--- src/rtl/dma_regs_pkg.sv ---
// Register map, ctrl bit positions and channel-state encoding shared by the DMA register block.
// Latency: n/a (constants only); backpressure: n/a.
package dma_regs_pkg;

  localparam logic [3:0] OFF_SRC   = 4'h0;
  localparam logic [3:0] OFF_COUNT = 4'h4;
  localparam logic [3:0] OFF_CTRL  = 4'h8;
  localparam logic [3:0] OFF_DSTN  = 4'hC;

  localparam logic [8:0] ADDR_STATUS = 9'h100;
  localparam logic [8:0] ADDR_DONE   = 9'h104;
  localparam logic [8:0] ADDR_ERR    = 9'h108;
  localparam logic [8:0] ADDR_IRQ_EN = 9'h10C;

  localparam int CTRL_EN_BIT       = 0;
  localparam int CTRL_INC_SRC_BIT  = 2;
  localparam int CTRL_INC_DSTN_BIT = 3;

  typedef enum logic [1:0] {
    CH_IDLE = 2'd0,
    CH_PEND = 2'd1,
    CH_BUSY = 2'd2
  } ch_state_e;

  function automatic logic off_mapped(input logic [3:0] off);
    return (off == OFF_SRC) || (off == OFF_COUNT) || (off == OFF_CTRL) || (off == OFF_DSTN);
  endfunction

endpackage

--- src/rtl/dma_ch_regs.sv ---
// One DMA channel: src/count/ctrl/dstn registers plus IDLE/PEND/BUSY handshake FSM (DMA_ADDR_AUTOINC_EN adds address chaining).
// Latency: register/state updates and req take effect on the sampling edge; backpressure: none, illegal writes flag err_set.
module dma_ch_regs
  import dma_regs_pkg::*;
#(
  parameter int DATA_W = 32
) (
  input  logic              clk,
  input  logic              reset,
  input  logic              wr_en,
  input  logic [3:0]        wr_off,
  input  logic [DATA_W-1:0] wr_data,
  input  logic              grant,
  input  logic              done,
  output logic [DATA_W-1:0] src_addr,
  output logic [DATA_W-1:0] dstn_addr,
  output logic [DATA_W-1:0] count,
  output logic [DATA_W-1:0] ctrl_sig,
  output logic              req,
  output ch_state_e         state,
  output logic              done_set,
  output logic              err_set
);

  ch_state_e         state_q, state_d;
  logic [DATA_W-1:0] src_q, src_d, dstn_q, dstn_d, count_q, count_d, ctrl_q, ctrl_d;
  logic              req_q, req_d;

`ifdef DMA_ADDR_AUTOINC_EN
  localparam logic [DATA_W-1:0] BYTES = DATA_W'(DATA_W / 8);
  logic [DATA_W-1:0] xfer_bytes;
  assign xfer_bytes = count_q * BYTES;
`endif

  always_comb begin
    state_d  = state_q;
    src_d    = src_q;
    dstn_d   = dstn_q;
    count_d  = count_q;
    ctrl_d   = ctrl_q;
    done_set = 1'b0;
    err_set  = 1'b0;
    unique case (state_q)
      CH_IDLE: begin
        if (wr_en) begin
          case (wr_off)
            OFF_SRC:   src_d   = wr_data;
            OFF_COUNT: count_d = wr_data;
            OFF_DSTN:  dstn_d  = wr_data;
            OFF_CTRL: begin
              ctrl_d = wr_data;
              if (wr_data[CTRL_EN_BIT]) state_d = CH_PEND;
            end
            default: ;
          endcase
        end
      end
      CH_PEND: begin
        // A cancel wins over a grant sampled in the same cycle.
        if (wr_en && wr_off == OFF_CTRL && !wr_data[CTRL_EN_BIT]) begin
          ctrl_d  = wr_data;
          state_d = CH_IDLE;
        end else begin
          err_set = wr_en && off_mapped(wr_off);
          if (grant) state_d = CH_BUSY;
        end
      end
      CH_BUSY: begin
        err_set = wr_en && off_mapped(wr_off);
        if (done) begin
          state_d             = CH_IDLE;
          ctrl_d[CTRL_EN_BIT] = 1'b0;
          done_set            = 1'b1;
`ifdef DMA_ADDR_AUTOINC_EN
          if (ctrl_q[CTRL_INC_SRC_BIT])  src_d  = src_q + xfer_bytes;
          if (ctrl_q[CTRL_INC_DSTN_BIT]) dstn_d = dstn_q + xfer_bytes;
`endif
        end
      end
      default: state_d = CH_IDLE;
    endcase
    req_d = (state_d == CH_PEND);
  end

  always_ff @(posedge clk) begin
    if (reset) begin
      state_q <= CH_IDLE;
      src_q   <= '0;
      dstn_q  <= '0;
      count_q <= '0;
      ctrl_q  <= '0;
      req_q   <= 1'b0;
    end else begin
      state_q <= state_d;
      src_q   <= src_d;
      dstn_q  <= dstn_d;
      count_q <= count_d;
      ctrl_q  <= ctrl_d;
      req_q   <= req_d;
    end
  end

  assign src_addr  = src_q;
  assign dstn_addr = dstn_q;
  assign count     = count_q;
  assign ctrl_sig  = ctrl_q;
  assign req       = req_q;
  assign state     = state_q;

endmodule

--- src/rtl/dma_multi_ch_regs.sv ---
// Multi-channel DMA register file: CPU decode, per-channel instances, STATUS/DONE/ERR/IRQ_EN and irq (DMA_ADDR_AUTOINC_EN enables address chaining).
// Latency: read data one cycle after rd strobe, irq one cycle after DONE/IRQ_EN change; backpressure: none.
module dma_multi_ch_regs
  import dma_regs_pkg::*;
#(
  parameter int NUM_CH = 4,
  parameter int DATA_W = 32
) (
  input  logic                     clk,
  input  logic                     reset,
  input  logic                     cpu_wr_en,
  input  logic                     cpu_rd_en,
  input  logic [31:0]              cpu_addr,
  input  logic [DATA_W-1:0]        cpu_wr_data,
  output logic [DATA_W-1:0]        cpu_rd_data,
  output logic [NUM_CH*DATA_W-1:0] src_addr,
  output logic [NUM_CH*DATA_W-1:0] dstn_addr,
  output logic [NUM_CH*DATA_W-1:0] count,
  output logic [NUM_CH*DATA_W-1:0] ctrl_sig,
  output logic [NUM_CH-1:0]        ch_req,
  input  logic [NUM_CH-1:0]        ch_grant,
  input  logic [NUM_CH-1:0]        ch_done,
  output logic                     irq
);

  logic [3:0]        ch_idx, ch_off;
  logic              glb_sel;
  logic [NUM_CH-1:0] hw_done_set, hw_err_set;
  ch_state_e         ch_state [NUM_CH];

  logic [NUM_CH-1:0] done_q, done_d, err_q, err_d, irq_en_q, irq_en_d;
  logic [DATA_W-1:0] rd_data_q, rd_data_d, status;
  logic              irq_q, irq_d;
  logic              unused_addr_hi;

  assign ch_idx         = cpu_addr[7:4];
  assign ch_off         = cpu_addr[3:0];
  assign glb_sel        = cpu_addr[8];
  assign unused_addr_hi = ^cpu_addr[31:9];

  for (genvar n = 0; n < NUM_CH; n++) begin : g_ch
    dma_ch_regs #(.DATA_W(DATA_W)) u_ch (
      .clk      (clk),
      .reset    (reset),
      .wr_en    (cpu_wr_en && !glb_sel && ch_idx == 4'(n)),
      .wr_off   (ch_off),
      .wr_data  (cpu_wr_data),
      .grant    (ch_grant[n]),
      .done     (ch_done[n]),
      .src_addr (src_addr[n*DATA_W +: DATA_W]),
      .dstn_addr(dstn_addr[n*DATA_W +: DATA_W]),
      .count    (count[n*DATA_W +: DATA_W]),
      .ctrl_sig (ctrl_sig[n*DATA_W +: DATA_W]),
      .req      (ch_req[n]),
      .state    (ch_state[n]),
      .done_set (hw_done_set[n]),
      .err_set  (hw_err_set[n])
    );
  end

  always_comb begin
    status = '0;
    for (int n = 0; n < NUM_CH; n++) begin
      status[n]      = (ch_state[n] != CH_IDLE);
      status[16 + n] = (ch_state[n] == CH_BUSY);
    end
  end

  always_comb begin
    done_d   = done_q | hw_done_set;
    err_d    = err_q | hw_err_set;
    irq_en_d = irq_en_q;
    // Hardware sets are OR-ed after the W1C mask so they win a same-cycle clear.
    if (cpu_wr_en && cpu_addr[8:0] == ADDR_DONE)   done_d   = (done_q & ~cpu_wr_data[NUM_CH-1:0]) | hw_done_set;
    if (cpu_wr_en && cpu_addr[8:0] == ADDR_ERR)    err_d    = (err_q & ~cpu_wr_data[NUM_CH-1:0]) | hw_err_set;
    if (cpu_wr_en && cpu_addr[8:0] == ADDR_IRQ_EN) irq_en_d = cpu_wr_data[NUM_CH-1:0];
    irq_d = |(done_q & irq_en_q);
  end

  // Read mux samples only _q state, which gives read-old-data on a same-cycle write.
  always_comb begin
    rd_data_d = '0;
    if (cpu_rd_en) begin
      if (glb_sel) begin
        case (cpu_addr[8:0])
          ADDR_STATUS: rd_data_d = status;
          ADDR_DONE:   rd_data_d = DATA_W'(done_q);
          ADDR_ERR:    rd_data_d = DATA_W'(err_q);
          ADDR_IRQ_EN: rd_data_d = DATA_W'(irq_en_q);
          default:     rd_data_d = '0;
        endcase
      end else begin
        for (int n = 0; n < NUM_CH; n++) begin
          if (ch_idx == 4'(n)) begin
            case (ch_off)
              OFF_SRC:   rd_data_d = src_addr[n*DATA_W +: DATA_W];
              OFF_COUNT: rd_data_d = count[n*DATA_W +: DATA_W];
              OFF_CTRL:  rd_data_d = ctrl_sig[n*DATA_W +: DATA_W];
              OFF_DSTN:  rd_data_d = dstn_addr[n*DATA_W +: DATA_W];
              default:   rd_data_d = '0;
            endcase
          end
        end
      end
    end
  end

  always_ff @(posedge clk) begin
    if (reset) begin
      done_q    <= '0;
      err_q     <= '0;
      irq_en_q  <= '0;
      rd_data_q <= '0;
      irq_q     <= 1'b0;
    end else begin
      done_q    <= done_d;
      err_q     <= err_d;
      irq_en_q  <= irq_en_d;
      rd_data_q <= rd_data_d;
      irq_q     <= irq_d;
    end
  end

  assign cpu_rd_data = rd_data_q;
  assign irq         = irq_q;

endmodule

--- config.mk ---
export PLATFORM = sky130hd
export DESIGN_NAME = dma_multi_ch_regs
export DESIGN_NICKNAME = d
export VERILOG_FILES = /design/src/rtl/dma_regs_pkg.sv /design/src/rtl/dma_ch_regs.sv /design/src/rtl/dma_multi_ch_regs.sv
export SDC_FILE = /design/constraint.sdc
export NUM_CORES = 1
export LEC_CHECK = 0
export CAP_MARGIN = 25
export CORE_AREA = 4 4 241 243
export DETAILED_ROUTE_END_ITERATION = 10
export DIE_AREA = 0 0 245 247
export GPL_TIMING_DRIVEN = 0
export PLACE_DENSITY = 0.73
export SKIP_CTS_REPAIR_TIMING = 1
export SYNTH_ARGS = -nofsm -noshare
export SYNTH_HDL_FRONTEND = slang
export SYNTH_SLANG_ARGS = --single-unit
export TNS_END_PERCENT = 50
--- constraint.sdc ---
create_clock -name clk -period 4.7 [get_ports clk]
set_clock_uncertainty 0.2 [all_clocks]
set_input_delay 0.47 -clock clk [delete_from_list [all_inputs] [get_ports clk]]
set_output_delay 0.47 -clock clk [all_outputs]
set_load 0.03 [all_outputs]
==> reports/results.ini <==
[outcome]
status=finished clean

[global_routing]
antenna_found_initial=5
groute.usage.overall_pct=41.9
grt_pass1_wl_um=182000
grt_overflow_total=0
grt_start_max_net_pins=16
grt_pass1_vias=24800

[worst_setup_path]
end_kind=flip-flop
critical_path.cell_chain=clkdlybuf4s50_1 > clkbuf_1 > buf_2 > buf_2 > nand3b_1 > o22ai_1 > a211oi_1 > o21ai_0
critPathKind=in2reg
crit_buf_inv=4
critPathMaxFanout=10
cp_slowest_stage_delay_ns=0.67
start_kind=primary input
cpLargestDelayFamily=buffers and inverters
crit_arrival_ns=4.46
crit_top_cell=buf_2
slowest_stage=nand3b_1
required_ns=4.97

[place]
dp_cells=4336
pre_cts_ws_ns=0.0722
io_buffers=567
gp_congestion=1.03
hpwlAfterDp_um=104000

[sta]
max_freq_ghz=0.239
hold_viol_final=0
finalSetupViolations=0
fin_crit_sh_pct=89.2
rsz0062_at_grt=no
relSlewSlack_pct=18.6
hold_ws_ns=0.0214
worst_slack_ns=0.510
drv_slew=0
worstMarginPinSlew_ns=1.22
layout_min_cycle_time_ns=4.19

[floorplanning]
core_area_mm2=0.0560
die-area_mm2=0.0605
ios=625
die_y_um=247
num_rows=87
fp.dieW_um=245
start_util_pct=44.0

[drt]
first_pass_iters=7
wl_per_cell_um=30.0
totalWireLength_um=134000
via_per_inst=6.10
first_iter_violations=3756
via_count=27200
drc=0
ant_nets=0

[synth]
async_flop_share_pct=0
synth_warnings=0
ys_top_cells_by_area=dfxtp_1 46%, nand2_1 16%, a21oi_1 11%, mux4_2 7.4%, clkbuf_1 3.4%
syn_inst=3011
syn_nets=3103
synthTopCellsByCount=1062 x nand2_1, 569 x dfxtp_1, 552 x a21oi_1, 222 x clkbuf_1, 81 x mux4_2
synth_edf_count=0
yosysTopAreaCell=dfxtp_1
ys_types=70
netlist_area_mm2=0.0246
synth.most_common_cell=nand2_1
ys.flop_type=dfxtp_1
avgSynthCellArea_um2=8.17
synthDominantCellAreaShare_pct=46.3
ys_ff_latch=569
synth-seq-area-share_pct=46.3

[layout]
nets=3735
final_cells=4453
fillCellCount=5119
syn_to_final_growth_pct=35.7
seqCellArea_mm2=0.0114
drive_gt1_share_pct=7.88
multi_input_area_mm2=0.0119

[worst_hold_path]
hold_class=in2reg

[clock_network]
clk_latency_ns=0.64
cts_buffers=60
cts_sinks=569
cts.htree.levels=2
clock-root-buffer=clkbuf_16
ctsLongestPathBuffers=3
cts_tree=built
cts.clk_slew.worst_paths_ns=0.06

[power_and_ir_drop]
power_mw=10.6
powerDensity_mw_per_mm2=317
p_comb_share_pct=5.8
ir_drop_v=0.000307
p_int_mw=8.02
pwr-share-seq_pct=45.6
pwr-share-clk_pct=48.6
power_switching_mw=2.58
swShare_pct=24.3
leakage_nw=11.0

[job]
cap_violations=0

-- power groups by stage --
stage	Clock [mW]	Sequential [mW]	Combinational [mW]
2_1_floorplan	0	4.94	0.281
3_3_place_gp	0	4.94	0.580
3_5_place_dp	0	4.94	0.581
4_1_cts	5.13	4.83	0.583
5_1_grt	5.31	4.83	0.613
6_report	5.16	4.83	0.616
-- registers in the layout, indices dropped and copies added (netlist names) --
| name | flops |
|---|---|
| done_q | 4 |
| g_ch.u_ch.src_addr | 128 |
| cpu_rd_data | 32 |
| g_ch.u_ch.req | 4 |
| g_ch.u_ch.state | 8 |
| err_q | 4 |
| g_ch.u_ch.count | 128 |
| irq | 1 |
| g_ch.u_ch.ctrl_sig | 128 |
| g_ch.u_ch.dstn_addr | 128 |
| irq_en_q | 4 |
-- cells in the final DEF, fill, tap and decap left out, types with 13 or more instances in the layout --
cell type,n
nor2b_1,13
clkbuf_1,237
o21ai_0,39
buf_2,58
mux2_2,28
clkbuf_16,62
nor2_1,37
nand2_1,1062
a221oi_1,30
clkdlybuf4s50_1,567
dfxtp_1,569
a211oi_1,13
ha_1,16
inv_1,24
nand3_1,19
o22ai_1,16
nor4_1,16
mux2i_1,62
a22o_1,16
a21oi_1,552
clkbuf_8,18
mux4_2,81
-- final timing paths --
kind                         startpoint                         end  slack, ns  depth (start not counted)
min reg2reg  g_ch[0].u_ch.dstn_addr[18]  g_ch[0].u_ch.dstn_addr[18]       0.27                          2
max reg2reg       g_ch[2].u_ch.state[0]    g_ch[2].u_ch.ctrl_sig[6]       1.77                          8
min                     cpu_wr_data[16]  g_ch[3].u_ch.dstn_addr[16]       0.02                          3
max                         cpu_addr[3]             cpu_rd_data[17]       0.51                          8
-- final cells by class --
class,instances,area share (%)
well taps,756,2.83
plain buffers,295,3.70
clock inverters,16,0.806
flip-flops and latches,569,34.1
repair buffers,570,17.1
inverters,24,0.270
clock buffers,95,5.56
diodes,5,0.0375
multi-input cells,2123,35.6
-- metrics by stage --
step                      area (um2)  TNS [ns]  utilization [%]
final                          33400         0             59.7
after global routing           33400         0             59.7
after CTS                      33400         0             59.6
after detailed placement       31200         0             55.8
after global placement         31200    -0.291             55.8
after floorplan                24600         0                -
-- per-layer routing --
metal / global-route usage, % / routed length [um] / vias up
met4: 27.8 / 11000 / 2
met3: 13.0 / 18100 / 473
met1: 50.8 / 46700 / 13000
met5: 0 / 12 / -
li1: - / - / 11500
met2: 64.3 / 57700 / 2202
-- cell families (layout without fill, tap and decap cells) --
| group | count (synthesis) | after routing | share of synthesized area (%) |
|---|---|---|---|
| simple gates | 1206 | 1206 | 19.6 |
| fa+ha+maj | 16 | 16 | 0.814 |
| mux | 171 | 171 | 11.2 |
| buf+inv | 319 | 1000 | 5.39 |
| other cells | 0 | 5 | 0 |
| flops | 569 | 569 | 46.3 |
| compound gates | 730 | 730 | 16.6 |
-- worst reg2reg max path: stages (launching register included) --
cell      delay [ns]
dfxtp_1         0.35
inv_1           0.10
ha_1            0.30
inv_1           0.13
mux2i_1         0.37
nor2b_1         0.60
clkbuf_1        0.51
nand2_1         0.12
a21oi_1         0.17
Note: power is estimated with default switching activity, not from simulation.
